$ cat config.mk
export PLATFORM = sky130hd
export DESIGN_NAME = axi_master_arb
export DESIGN_NICKNAME = d
export VERILOG_FILES = /design/src/rtl/axi_master_arb_pkg.sv /design/src/rtl/axi_master_arb_rr_arbiter.sv /design/src/rtl/axi_master_arb.sv
export SDC_FILE = /design/constraint.sdc
export NUM_CORES = 1
export LEC_CHECK = 0
export CAP_MARGIN = 20
export CORE_AREA = 2 2 233 235
export CTS_BUF_LIST = sky130_fd_sc_hd__clkbuf_8 sky130_fd_sc_hd__clkbuf_16
export DETAILED_ROUTE_END_ITERATION = 6
export DIE_AREA = 0 0 235 237
export PLACE_DENSITY = 0.52
export RECOVER_POWER = 100
export SLEW_MARGIN = 20
export SYNTH_ARGS = -nofsm -noshare
export SYNTH_HDL_FRONTEND = slang
export SYNTH_SLANG_ARGS = --single-unit
$ cat constraint.sdc
create_clock -name clk -period 1.47 [get_ports clk]
set_input_delay 0.147 -clock clk [delete_from_list [all_inputs] [get_ports clk]]
set_output_delay 0.147 -clock clk [all_outputs]
set_load 0.1 [all_outputs]
$ cat src/rtl/axi_master_arb_pkg.sv
// Shared types and AXI constants for the multi-port AXI4 master bridge.
package axi_master_arb_pkg;

  typedef enum logic [2:0] {
    S_IDLE = 3'd0,
    S_AR   = 3'd1,
    S_R    = 3'd2,
    S_AW_W = 3'd3,
    S_B    = 3'd4
  } state_e;

  localparam logic [1:0] BURST_INCR  = 2'b01;
  localparam logic [1:0] RESP_OKAY   = 2'b00;
  localparam logic [1:0] RESP_EXOKAY = 2'b01;
  localparam logic [1:0] RESP_SLVERR = 2'b10;
  localparam logic [1:0] RESP_DECERR = 2'b11;

  localparam logic [3:0] CACHE_DEFAULT = 4'b0010;
  localparam logic [2:0] PROT_DEFAULT  = 3'b000;

  // Index width that stays legal for a single-port configuration.
  function automatic int idx_width(input int n);
    return (n > 1) ? $clog2(n) : 1;
  endfunction

endpackage

$ cat src/rtl/axi_master_arb_rr_arbiter.sv
// Round-robin arbiter: grants the first requester after the last winner.
module axi_master_arb_rr_arbiter
  import axi_master_arb_pkg::*;
#(
  parameter int N  = 2,
  parameter int IW = idx_width(N)
) (
  input  logic          clk,
  input  logic          rst_n,
  input  logic [N-1:0]  req,
  input  logic          advance,
  output logic [N-1:0]  grant,
  output logic [IW-1:0] idx
);

  logic [IW-1:0] ptr_q, ptr_d;
  logic [IW-1:0] cand;
  logic          found;

  always_comb begin
    grant = '0;
    idx   = '0;
    cand  = '0;
    found = 1'b0;
    for (int k = 1; k <= N; k++) begin
      cand = IW'((int'(ptr_q) + k) % N);
      if (!found && req[cand]) begin
        found = 1'b1;
        idx   = cand;
      end
    end
    if (found) grant[idx] = 1'b1;
  end

  always_comb begin
    ptr_d = ptr_q;
    if (advance && found) ptr_d = idx;
  end

  // Pointer starts on the last port so port 0 wins the first arbitration.
  always_ff @(posedge clk or negedge rst_n) begin
    if (!rst_n) ptr_q <= IW'(N - 1);
    else        ptr_q <= ptr_d;
  end

endmodule

$ cat src/rtl/axi_master_arb.sv
// AXI4 master bridge: round-robin over NUM_PORTS rw ports, one transaction in flight,
// INCR read bursts up to 256 beats, single-beat writes.
module axi_master_arb
  import axi_master_arb_pkg::*;
#(
  parameter int NUM_PORTS  = 2,
  parameter int ADDR_WIDTH = 32,
  parameter int DATA_WIDTH = 64,
  parameter int ID_WIDTH   = 4,
  parameter int USER_WIDTH = 1
) (
  input  logic                              clk,
  input  logic                              rst_n,
  input  logic [NUM_PORTS-1:0]              rw_req_i,
  input  logic [NUM_PORTS-1:0]              rw_wen_i,
  input  logic [NUM_PORTS*ADDR_WIDTH-1:0]   rw_addr_i,
  input  logic [NUM_PORTS*3-1:0]            rw_size_i,
  input  logic [NUM_PORTS*8-1:0]            rw_len_i,
  input  logic [NUM_PORTS*DATA_WIDTH-1:0]   rw_wdata_i,
  input  logic [NUM_PORTS*DATA_WIDTH/8-1:0] rw_wmask_i,
  output logic [NUM_PORTS-1:0]              rw_rvalid_o,
  output logic [DATA_WIDTH-1:0]             rw_rdata_o,
  output logic                              rw_rlast_o,
  output logic [NUM_PORTS-1:0]              rw_done_o,
  output logic [1:0]                        rw_resp_o,
  output logic                              axi_aw_valid_o,
  input  logic                              axi_aw_ready_i,
  output logic [ID_WIDTH-1:0]               axi_aw_id_o,
  output logic [ADDR_WIDTH-1:0]             axi_aw_addr_o,
  output logic [7:0]                        axi_aw_len_o,
  output logic [2:0]                        axi_aw_size_o,
  output logic [1:0]                        axi_aw_burst_o,
  output logic                              axi_aw_lock_o,
  output logic [3:0]                        axi_aw_cache_o,
  output logic [2:0]                        axi_aw_prot_o,
  output logic [3:0]                        axi_aw_qos_o,
  output logic [3:0]                        axi_aw_region_o,
  output logic [USER_WIDTH-1:0]             axi_aw_user_o,
  output logic                              axi_w_valid_o,
  input  logic                              axi_w_ready_i,
  output logic [DATA_WIDTH-1:0]             axi_w_data_o,
  output logic [DATA_WIDTH/8-1:0]           axi_w_strb_o,
  output logic                              axi_w_last_o,
  output logic [USER_WIDTH-1:0]             axi_w_user_o,
  output logic                              axi_b_ready_o,
  input  logic                              axi_b_valid_i,
  input  logic [1:0]                        axi_b_resp_i,
  input  logic [ID_WIDTH-1:0]               axi_b_id_i,
  output logic                              axi_ar_valid_o,
  input  logic                              axi_ar_ready_i,
  output logic [ID_WIDTH-1:0]               axi_ar_id_o,
  output logic [ADDR_WIDTH-1:0]             axi_ar_addr_o,
  output logic [7:0]                        axi_ar_len_o,
  output logic [2:0]                        axi_ar_size_o,
  output logic [1:0]                        axi_ar_burst_o,
  output logic                              axi_ar_lock_o,
  output logic [3:0]                        axi_ar_cache_o,
  output logic [2:0]                        axi_ar_prot_o,
  output logic [3:0]                        axi_ar_qos_o,
  output logic [3:0]                        axi_ar_region_o,
  output logic [USER_WIDTH-1:0]             axi_ar_user_o,
  output logic                              axi_r_ready_o,
  input  logic                              axi_r_valid_i,
  input  logic [DATA_WIDTH-1:0]             axi_r_data_i,
  input  logic [1:0]                        axi_r_resp_i,
  input  logic                              axi_r_last_i,
  input  logic [ID_WIDTH-1:0]               axi_r_id_i
);

  localparam int IW     = idx_width(NUM_PORTS);
  localparam int STRB_W = DATA_WIDTH / 8;

  state_e                 state_q, state_d;
  logic [NUM_PORTS-1:0]   arb_grant;
  logic [IW-1:0]          arb_idx;
  logic                   grant_en;
  logic                   ar_hs, r_hs, aw_hs, w_hs, b_hs, aw_w_done;

  logic [NUM_PORTS-1:0]   gnt_q, gnt_d;
  logic [IW-1:0]          gidx_q, gidx_d;
  logic [ADDR_WIDTH-1:0]  addr_q, addr_d;
  logic [2:0]             size_q, size_d;
  logic [7:0]             len_q, len_d;
  logic [DATA_WIDTH-1:0]  wdata_q, wdata_d;
  logic [STRB_W-1:0]      wmask_q, wmask_d;
  logic                   aw_done_q, aw_done_d, w_done_q, w_done_d;
  logic [1:0]             err_q, err_d;
  logic [DATA_WIDTH-1:0]  rdata_q, rdata_d;
  logic [NUM_PORTS-1:0]   rvalid_q, rvalid_d, done_q, done_d;
  logic                   rlast_q, rlast_d;
  logic [1:0]             resp_q, resp_d;

  logic unused_ids;
  assign unused_ids = ^{axi_b_id_i, axi_r_id_i};

  // The requester still holds req during its done pulse, so no grant that cycle.
  assign grant_en = (state_q == S_IDLE) && (|rw_req_i) && !(|done_q);

  axi_master_arb_rr_arbiter #(.N(NUM_PORTS), .IW(IW)) u_arb (
    .clk     (clk),
    .rst_n   (rst_n),
    .req     (rw_req_i),
    .advance (grant_en),
    .grant   (arb_grant),
    .idx     (arb_idx)
  );

  assign ar_hs     = axi_ar_valid_o && axi_ar_ready_i;
  assign r_hs      = axi_r_ready_o  && axi_r_valid_i;
  assign aw_hs     = axi_aw_valid_o && axi_aw_ready_i;
  assign w_hs      = axi_w_valid_o  && axi_w_ready_i;
  assign b_hs      = axi_b_ready_o  && axi_b_valid_i;
  assign aw_w_done = (aw_done_q || aw_hs) && (w_done_q || w_hs);

  always_ff @(posedge clk or negedge rst_n) begin
    if (!rst_n) state_q <= S_IDLE;
    else        state_q <= state_d;
  end

  always_comb begin
    state_d = state_q;
    case (state_q)
      S_IDLE: if (grant_en) state_d = rw_wen_i[arb_idx] ? S_AW_W : S_AR;
      S_AR:   if (ar_hs) state_d = S_R;
      S_R:    if (r_hs && axi_r_last_i) state_d = S_IDLE;
      S_AW_W: if (aw_w_done) state_d = S_B;
      S_B:    if (b_hs) state_d = S_IDLE;
      default: state_d = S_IDLE;
    endcase
  end

  always_comb begin
    axi_ar_valid_o = (state_q == S_AR);
    axi_r_ready_o  = (state_q == S_R);
    axi_aw_valid_o = (state_q == S_AW_W) && !aw_done_q;
    axi_w_valid_o  = (state_q == S_AW_W) && !w_done_q;
    axi_b_ready_o  = (state_q == S_B);
  end

  always_comb begin
    gnt_d     = gnt_q;
    gidx_d    = gidx_q;
    addr_d    = addr_q;
    size_d    = size_q;
    len_d     = len_q;
    wdata_d   = wdata_q;
    wmask_d   = wmask_q;
    aw_done_d = aw_done_q;
    w_done_d  = w_done_q;
    err_d     = err_q;
    rdata_d   = rdata_q;
    resp_d    = resp_q;
    rvalid_d  = '0;
    done_d    = '0;
    rlast_d   = 1'b0;
    if (grant_en) begin
      gnt_d     = arb_grant;
      gidx_d    = arb_idx;
      addr_d    = rw_addr_i[arb_idx*ADDR_WIDTH +: ADDR_WIDTH];
      size_d    = rw_size_i[arb_idx*3 +: 3];
      len_d     = rw_wen_i[arb_idx] ? 8'd0 : rw_len_i[arb_idx*8 +: 8];
      wdata_d   = rw_wdata_i[arb_idx*DATA_WIDTH +: DATA_WIDTH];
      wmask_d   = rw_wmask_i[arb_idx*STRB_W +: STRB_W];
      aw_done_d = 1'b0;
      w_done_d  = 1'b0;
      err_d     = RESP_OKAY;
    end
    if (aw_hs) aw_done_d = 1'b1;
    if (w_hs)  w_done_d  = 1'b1;
    // The last non-OKAY beat wins; the final beat's own resp is folded in directly.
    if (r_hs) begin
      rdata_d  = axi_r_data_i;
      rvalid_d = gnt_q;
      if (axi_r_resp_i != RESP_OKAY) err_d = axi_r_resp_i;
      if (axi_r_last_i) begin
        rlast_d = 1'b1;
        done_d  = gnt_q;
        resp_d  = (axi_r_resp_i != RESP_OKAY) ? axi_r_resp_i : err_q;
      end
    end
    if (b_hs) begin
      done_d = gnt_q;
      resp_d = axi_b_resp_i;
    end
  end

  always_ff @(posedge clk or negedge rst_n) begin
    if (!rst_n) begin
      gnt_q     <= '0;
      gidx_q    <= '0;
      addr_q    <= '0;
      size_q    <= '0;
      len_q     <= '0;
      wdata_q   <= '0;
      wmask_q   <= '0;
      aw_done_q <= 1'b0;
      w_done_q  <= 1'b0;
      err_q     <= RESP_OKAY;
      rdata_q   <= '0;
      rvalid_q  <= '0;
      done_q    <= '0;
      rlast_q   <= 1'b0;
      resp_q    <= RESP_OKAY;
    end else begin
      gnt_q     <= gnt_d;
      gidx_q    <= gidx_d;
      addr_q    <= addr_d;
      size_q    <= size_d;
      len_q     <= len_d;
      wdata_q   <= wdata_d;
      wmask_q   <= wmask_d;
      aw_done_q <= aw_done_d;
      w_done_q  <= w_done_d;
      err_q     <= err_d;
      rdata_q   <= rdata_d;
      rvalid_q  <= rvalid_d;
      done_q    <= done_d;
      rlast_q   <= rlast_d;
      resp_q    <= resp_d;
    end
  end

  assign rw_rvalid_o = rvalid_q;
  assign rw_rdata_o  = rdata_q;
  assign rw_rlast_o  = rlast_q;
  assign rw_done_o   = done_q;
  assign rw_resp_o   = resp_q;

  assign axi_ar_id_o     = ID_WIDTH'(gidx_q);
  assign axi_ar_addr_o   = addr_q;
  assign axi_ar_len_o    = len_q;
  assign axi_ar_size_o   = size_q;
  assign axi_ar_burst_o  = BURST_INCR;
  assign axi_ar_lock_o   = 1'b0;
  assign axi_ar_cache_o  = CACHE_DEFAULT;
  assign axi_ar_prot_o   = PROT_DEFAULT;
  assign axi_ar_qos_o    = 4'd0;
  assign axi_ar_region_o = 4'd0;
  assign axi_ar_user_o   = '0;

  assign axi_aw_id_o     = ID_WIDTH'(gidx_q);
  assign axi_aw_addr_o   = addr_q;
  assign axi_aw_len_o    = 8'd0;
  assign axi_aw_size_o   = size_q;
  assign axi_aw_burst_o  = BURST_INCR;
  assign axi_aw_lock_o   = 1'b0;
  assign axi_aw_cache_o  = CACHE_DEFAULT;
  assign axi_aw_prot_o   = PROT_DEFAULT;
  assign axi_aw_qos_o    = 4'd0;
  assign axi_aw_region_o = 4'd0;
  assign axi_aw_user_o   = '0;

  assign axi_w_data_o = wdata_q;
  assign axi_w_strb_o = wmask_q;
  assign axi_w_last_o = 1'b1;
  assign axi_w_user_o = '0;

endmodule

==> flow_summary.yaml <==
setup_path:
  r2r_slack_ns: -0.31
  worstPathMaxFanout: 6
  reg2reg_to: "rw_rdata_o[62]$_DFFE_PN0N_"
  r2r-start: "state_q[2]$_DFFE_PN0P_"
  crit_required_ns: 1.84
  critPathLaunchType: "flip-flop"
  rr_worst_depth: 5
  critPathArrivalTime_ns: 2.15
  cp-end-kind: "flip-flop"
  worstSetupPathType: "flip-flop to flip-flop"
timing:
  layout_setup_ws_ns: -0.308
  rsz0062_at_grt: "true"
  hold_viol: 0
  report.final.slew_viol_count: 0
  slew_headroom_pct: 17.9
  max_clock_freq_mhz: 563
  fin_setup_tns_ns: -40.09
  finalCritPeriodShare_pct: 121
  finClkSkew_ns: 0.00762
  fin_crit_ns: 1.78
  finalSetupViolations: 197
  worst_pin_slew_ns: 1.23
global_routing:
  grt_use_total_pct: 13.6
  grt_pass1_wl_um: 56500
  antenna_found_initial: 3
  grt_max_degree: 41
  grt_pass1_vias: 8824
  grt-ovfl-total: 0
drt:
  vias: 8265
  dr.pass1.iters: 4
  post-route-drc-count: 0
  vias_per_cell: 3.89
  drt-total-wl_um: 40100
  antenna_left: 0
  wl_per_cell_um: 18.9
  drt_iter0_drc: 181
placed_design:
  dp_slack_ns: -0.347
  routabilityCongestion: 0.781
  dp_hpwl_um: 27300
  port_buffers: 537
  postPlaceCellArea_sq_um: 17900
status:
  status: "complete, but fails checks"
  violations: "negative setup slack"
floorplan:
  chipWidth_um: 235
  dieHeight_um: 237
  initial_core_util_pct: 17.3
  dieArea_sq_um: 55700
  fp.coreArea_sq_um: 53300
  placementRows: 85
  ioPinCount: 600
yosys:
  synth_compound_gate_area_share_pct: 8.02
  yosysWarnings: 0
  ys_ff_latch: 197
  synth_fa_ha_area_share_pct: 0
  yosysTopAreaCell: "dfrtp_1"
  synth_top_cell_area_share_pct: 53.1
  yosysSeqAreaShare_pct: 53.4
  synth_xor_area_share_pct: 0
  synthArstFlopShare_pct: 100
  synth_cell_types: 36
  synth.most_common_cell: "dfrtp_1"
  synth_edf_count: 0
  synth-simple-area-share_pct: 7.83
  synth_common_cells: "dfrtp_1, nand2_1, mux2i_1, buf_4, o21ai_0"
  synth_area_leaders: "dfrtp_1, mux2i_1, mux2_2, buf_4, nand2_1"
  synth.area.mux_share_pct: 19.8
  avgSynthCellArea_sq_um: 11.2
  synth_top_family_by_area: "multiplexers"
  dominantRegCellSynth: "dfrtp_1"
  syn_inst: 824
  synth.cell_area_sq_um: 9230
job:
  cap_violations: 0
clocking:
  clk_latency_ns: 0.48
  htree_levels: 4
  cts_buffers: 17
  ctsLongestPathBuffers: 2
  cts_tree: "done"
  cts-root-buf: "clkbuf_16"
  clock-sinks: 197
  path_clk_slew_ns: 0.07
layout:
  nets: 1731
  nFillCells: 5393
  utilization_pct: 34.7
  area_delta_synth_final_pct: 100
  multi_input_area_sq_um: 4650
  regArea_sq_um: 4940
  drive_gt1_share_pct: 46.2
  design_area_sq_um: 18500
hold_path:
  holdPathStages: 2
  hold_end: "rw_rdata_o[33]$_DFFE_PN0N_"
  worstHoldPathType: "input port to flip-flop"
  hold_path_startpoint: "axi_r_data_i[33]"
routing by layer:
layer  vias up  track usage (%)  share of wire [%]
li1       3872                -                  -
met1      4078             15.7                 40
met2       285             24.0                 53
met3        30             4.00                5.5
met4         0             4.93                1.4
met5         -                0                  0
per-stage QoR:
step	instances	hold slack, ns
2_1_floorplan	876	-0.149
3_3_place_gp	2031	0.134
3_5_place_dp	2031	0.140
4_1_cts	2104	0.159
5_1_grt	2124	0.233
6_report	2126	0.273
worst max-delay path, stage by stage, from the launching register on:
cell and delay, ns:
dfrtp_2 0.41, buf_4 0.16, and4bb_4 0.41, buf_12 0.14, bufbuf_16 0.26, mux2_4 0.29
worst max path at each step:
| stage | from | to |
|---|---|---|
| floorplan | state_q[0]$_DFFE_PN0P_ | state_q[2]$_DFFE_PN0P_ |
| CTS | state_q[2]$_DFFE_PN0P_ | axi_aw_valid_o |
| global route | state_q[2]$_DFFE_PN0P_ | axi_aw_valid_o |
| finish | state_q[2]$_DFFE_PN0P_ | rw_rdata_o[62]$_DFFE_PN0N_ |
| detailed placement | rw_req_i[1] | state_q[1]$_DFFE_PN0P_ |
| global placement | rw_req_i[1] | state_q[1]$_DFFE_PN0P_ |
layout by cell type, fill, tap and decap left out, drive strengths merged:
cell type / n
nand2: 128
nand2b: 1
nor3b: 9
nand4b: 1
a31oi: 8
mux2i: 108
dfrtp: 196
dfstp: 1
clkinv: 4
and2: 6
a21boi: 1
o22ai: 2
clkbuf: 128
mux2: 66
o21ai: 117
bufinv: 3
clkinvlp: 1
o21a: 1
bufbuf: 1
nand3b: 1
and3: 2
conb: 54
a22o: 2
nor2: 6
nor3: 2
dlygate4sd3: 1
and4bb: 2
o41ai: 1
nor2b: 1
a21oi: 5
o2bb2ai: 1
clkdlybuf4s50: 308
diode: 4
nand3: 3
and3b: 1
a211oi: 1
inv: 10
buf: 242
a32o: 1
flip-flops by register name (all words and copies together) (netlist names), 2 cells and up:
name and cells:
axi_ar_addr_o 32, err_q 2, axi_w_strb_o 8, rw_resp_o 2, state_q 3, axi_ar_len_o 8
rw_done_o 2, axi_ar_size_o 3, gnt_q 2, rw_rvalid_o 2, rw_rdata_o 64, axi_w_data_o 64
timing repair:
action	CTS	global route
endpoints found under the hold margin	192	0
setup buffers	22	12
setup endpoints to repair	153	199
pin swaps	10	123
hold buffers	1	0
resized for setup	69	291
cloned	18	14
final cells by class:
| class | instances | area share [%] |
|---|---|---|
| flip-flops and latches | 197 | 26.7 |
| clock buffers | 19 | 2.45 |
| inverters | 5 | 0.101 |
| diodes | 4 | 0.0541 |
| well taps | 696 | 4.71 |
| clock inverters | 13 | 0.845 |
| repair buffers | 661 | 40.0 |
| multi-input cells | 531 | 25.1 |
cells by family (layout without fill, tap and decap cells):
family / Yosys count / count (layout)
buffers and inverters: 148 / 698
AO/OA/AOI/OAI: 140 / 140
other: 2 / 58
flip-flops: 197 / 197
multiplexers: 174 / 174
AND/OR/NAND/NOR: 163 / 163
Power is not shown: default switching activity piles up to over one toggle a cycle in this logic, so the estimate is an artifact.
==> edit (same flow settings) <==
`rdata_q` no longer has a reset.
--- a/src/rtl/axi_master_arb.sv
+++ b/src/rtl/axi_master_arb.sv
@@ -198,3 +198,2 @@
       err_q     <= RESP_OKAY;
-      rdata_q   <= '0;
       rvalid_q  <= '0;
@@ -214,3 +213,2 @@
       err_q     <= err_d;
-      rdata_q   <= rdata_d;
       rvalid_q  <= rvalid_d;
@@ -220,2 +218,6 @@
     end
+  end
+
+  always_ff @(posedge clk) begin
+    rdata_q <= rdata_d;
   end
Check against the original RTL: differs if rst_n is asserted again (counterexample within 4 cycles, from zero or initial values and one cycle with rst_n low); with rst_n held inactive, the same outputs for 4 cycles.
==> edit against the original RTL <==
  * Setup slack worse by 0.14 ns
  * Worst hold slack gained 0.00061 ns
  * Wire length decreased by 6.2%
  * Cell area grew 7.2%
  * Highest routed layer unchanged
  * Core utilization increased by 2.5 points
  * The run still ends with setup timing left
  * Clock skew is 0.013 ns higher
  * Global-route usage fell by 0.80 points
  * Via count decreased by 12%
  * Sequential cell count is the same
  * Cell count shrank 8.2%
  * Area after synthesis up 5.6%
Power is left out: the tool's default activity adds up to more than one toggle a clock period on the data nets, which glitch-free logic cannot reach.
==> edit: results (changes against the original RTL) <==
run_status:
  status: "finished with violations"
  violated_checks: "setup timing"
worst_setup_path:
  cpMaxStageDelayCell: "sky130_fd_sc_hd__or3b_4"
  length_in_cells_of_the_worst_reg_to_reg_path: 8  # +3
  worst_r2r_endpoint: "rw_rdata_o[9]$_DFFE_PN_"
  rr_startpoint: "state_q[0]$_DFFE_PN0P_"
  timing.reg2reg.setup_slack_ns: -0.44  # -0.13 ns
  critical_path_endpoint: "axi_r_ready_o"
  critical_path_arrival_ns: 1.77  # -0.38 ns
  path_max_fanout: 7  # +1
yosys:
  ys_seq_area_frac: 0.539  # +0.00447
  yosys.cell_types.count: 41  # +14%
  yosys-top-cells-area: "sky130_fd_sc_hd__dfrtp_1, sky130_fd_sc_hd__edfxtp_1, sky130_fd_sc_hd__mux2_4, sky130_fd_sc_hd__mux2_2, sky130_fd_sc_hd__buf_4"
  most_numerous_cell_types_in_the_synthesized_netlist: "sky130_fd_sc_hd__dfrtp_1, sky130_fd_sc_hd__mux2_2, sky130_fd_sc_hd__mux2_4, sky130_fd_sc_hd__buf_4, sky130_fd_sc_hd__edfxtp_1"
  postSynth.asyncResetShare: 0.675  # -0.325
  number_of_enable_type_register_cells_in_the_synthesized_netlist: 64  # +64
clock_tree:
  clock_tree.buffer_depth: 2  # unchanged
global_routing:
  grt_first_pass_wirelength_um: 52600  # -6.9%
  grt_pass1_vias: 7821  # -11%
  grt_max_degree: 55  # +34%
  grt_antenna_before_repair: 2  # -1
routing:
  via_count_of_the_routed_design: 7259  # -12%
  drt-initial-drc-count: 200  # +10%
  route.final.wire_length_um: 37700  # -6.2%
sta:
  timing.setup.tns_ns: -64.95  # -24.85 ns
  setup_violations: 197  # unchanged
  worst_clock_skew_ns: 0.0203  # +0.0127 ns
  fin_ws_ns: -0.448  # -0.141 ns
  relative_slew_slack: 0.431  # +0.252
worst_hold_path:
  holdCritPathClass: "in -> reg"
placement:
  detailedPlacementHpwl_um: 27100  # -0.68%
finish:
  fillCellCount: 5020  # -6.9%
  drive_gt1_frac: 0.507  # +0.0450
  insertedDiodeCount: 0  # -4
  final_net_count: 1561  # -9.8%
-- edit: cell count changes in the layout (fill, tap and decap cells not counted), moves of 17 or more --
cell / change
sky130_fd_sc_hd__clkbuf_4: -45
sky130_fd_sc_hd__buf_12: +151
sky130_fd_sc_hd__buf_4: -72
sky130_fd_sc_hd__o21ai_1: -37
sky130_fd_sc_hd__nand2_4: -67
sky130_fd_sc_hd__nand2_2: -40
sky130_fd_sc_hd__dlygate4sd3_1: +65
sky130_fd_sc_hd__o21ai_2: -80
sky130_fd_sc_hd__edfxtp_1: +64
sky130_fd_sc_hd__clkdlybuf4s50_1: -64
sky130_fd_sc_hd__dfrtp_1: -65
sky130_fd_sc_hd__mux2i_1: -98
sky130_fd_sc_hd__nand2_1: -17
sky130_fd_sc_hd__mux2_4: +145
-- edit: how the worst min path moves through the flow --
stage                                start                             to  slack (ns)  cells past startpoint
after floorplan                      rst_n          aw_done_q$_DFFE_PN0P_       -0.15                      0
after global placement               rst_n  axi_ar_addr_o[14]$_DFFE_PN0P_       -0.03                      1
after detailed placement             rst_n  axi_ar_addr_o[14]$_DFFE_PN0P_       -0.03                      1
after CTS                 axi_r_data_i[19]       rw_rdata_o[19]$_DFFE_PN_        0.14                      1
after global routing      axi_r_data_i[19]       rw_rdata_o[19]$_DFFE_PN_        0.23                      1
final                     axi_r_data_i[25]       rw_rdata_o[25]$_DFFE_PN_        0.27                      1
-- edit: routing by layer --
metal,up-vias,share of wire,track usage
met5,-,0,0
met3,31,0.060,0.0379
li1,3332,-,-
met4,0,0.018,0.0464
met1,3586,0.38,0.141
met2,310,0.54,0.233
-- edit: kinds of logic after synthesis --
family                 synth area share
AO/OA/AOI/OAI                    0.0141
buffers and inverters             0.105
flip-flops                        0.539
multiplexers                      0.309
other                          0.000770
AND/OR/NAND/NOR                  0.0326
-- edit: layout make-up --
type	instances	area share
Clock buffer	17	0.0215
Timing Repair Buffer	668	0.454
Tap cell	696	0.0439
Sequential cell	197	0.265
Multi-Input combinational cell	356	0.204
Clock inverter	15	0.0100
Inverter	3	0.000757
-- edit: what timing repair did --
action | 4_1_cts | 5_1_grt
cloned | 13 | 8
resized for setup | 86 | 107
pin swaps | 12 | 9
setup buffers | 44 | 26
hold endpoints to repair | 132 | 0
hold buffers | 2 | 0
setup endpoints to repair | 200 | 199
-- edit: stage by stage --
step / worst slack [ns] / hold slack [ns] / instance area (µm²) / instances
2_1_floorplan: -0.339 / -0.149 / 10100 / 676
3_3_place_gp: -0.632 / -0.0266 / 18300 / 1852
3_5_place_dp: -0.637 / -0.0258 / 18300 / 1852
4_1_cts: -0.520 / 0.138 / 20100 / 1942
5_1_grt: -0.525 / 0.230 / 19800 / 1952
6_report: -0.448 / 0.274 / 19800 / 1952
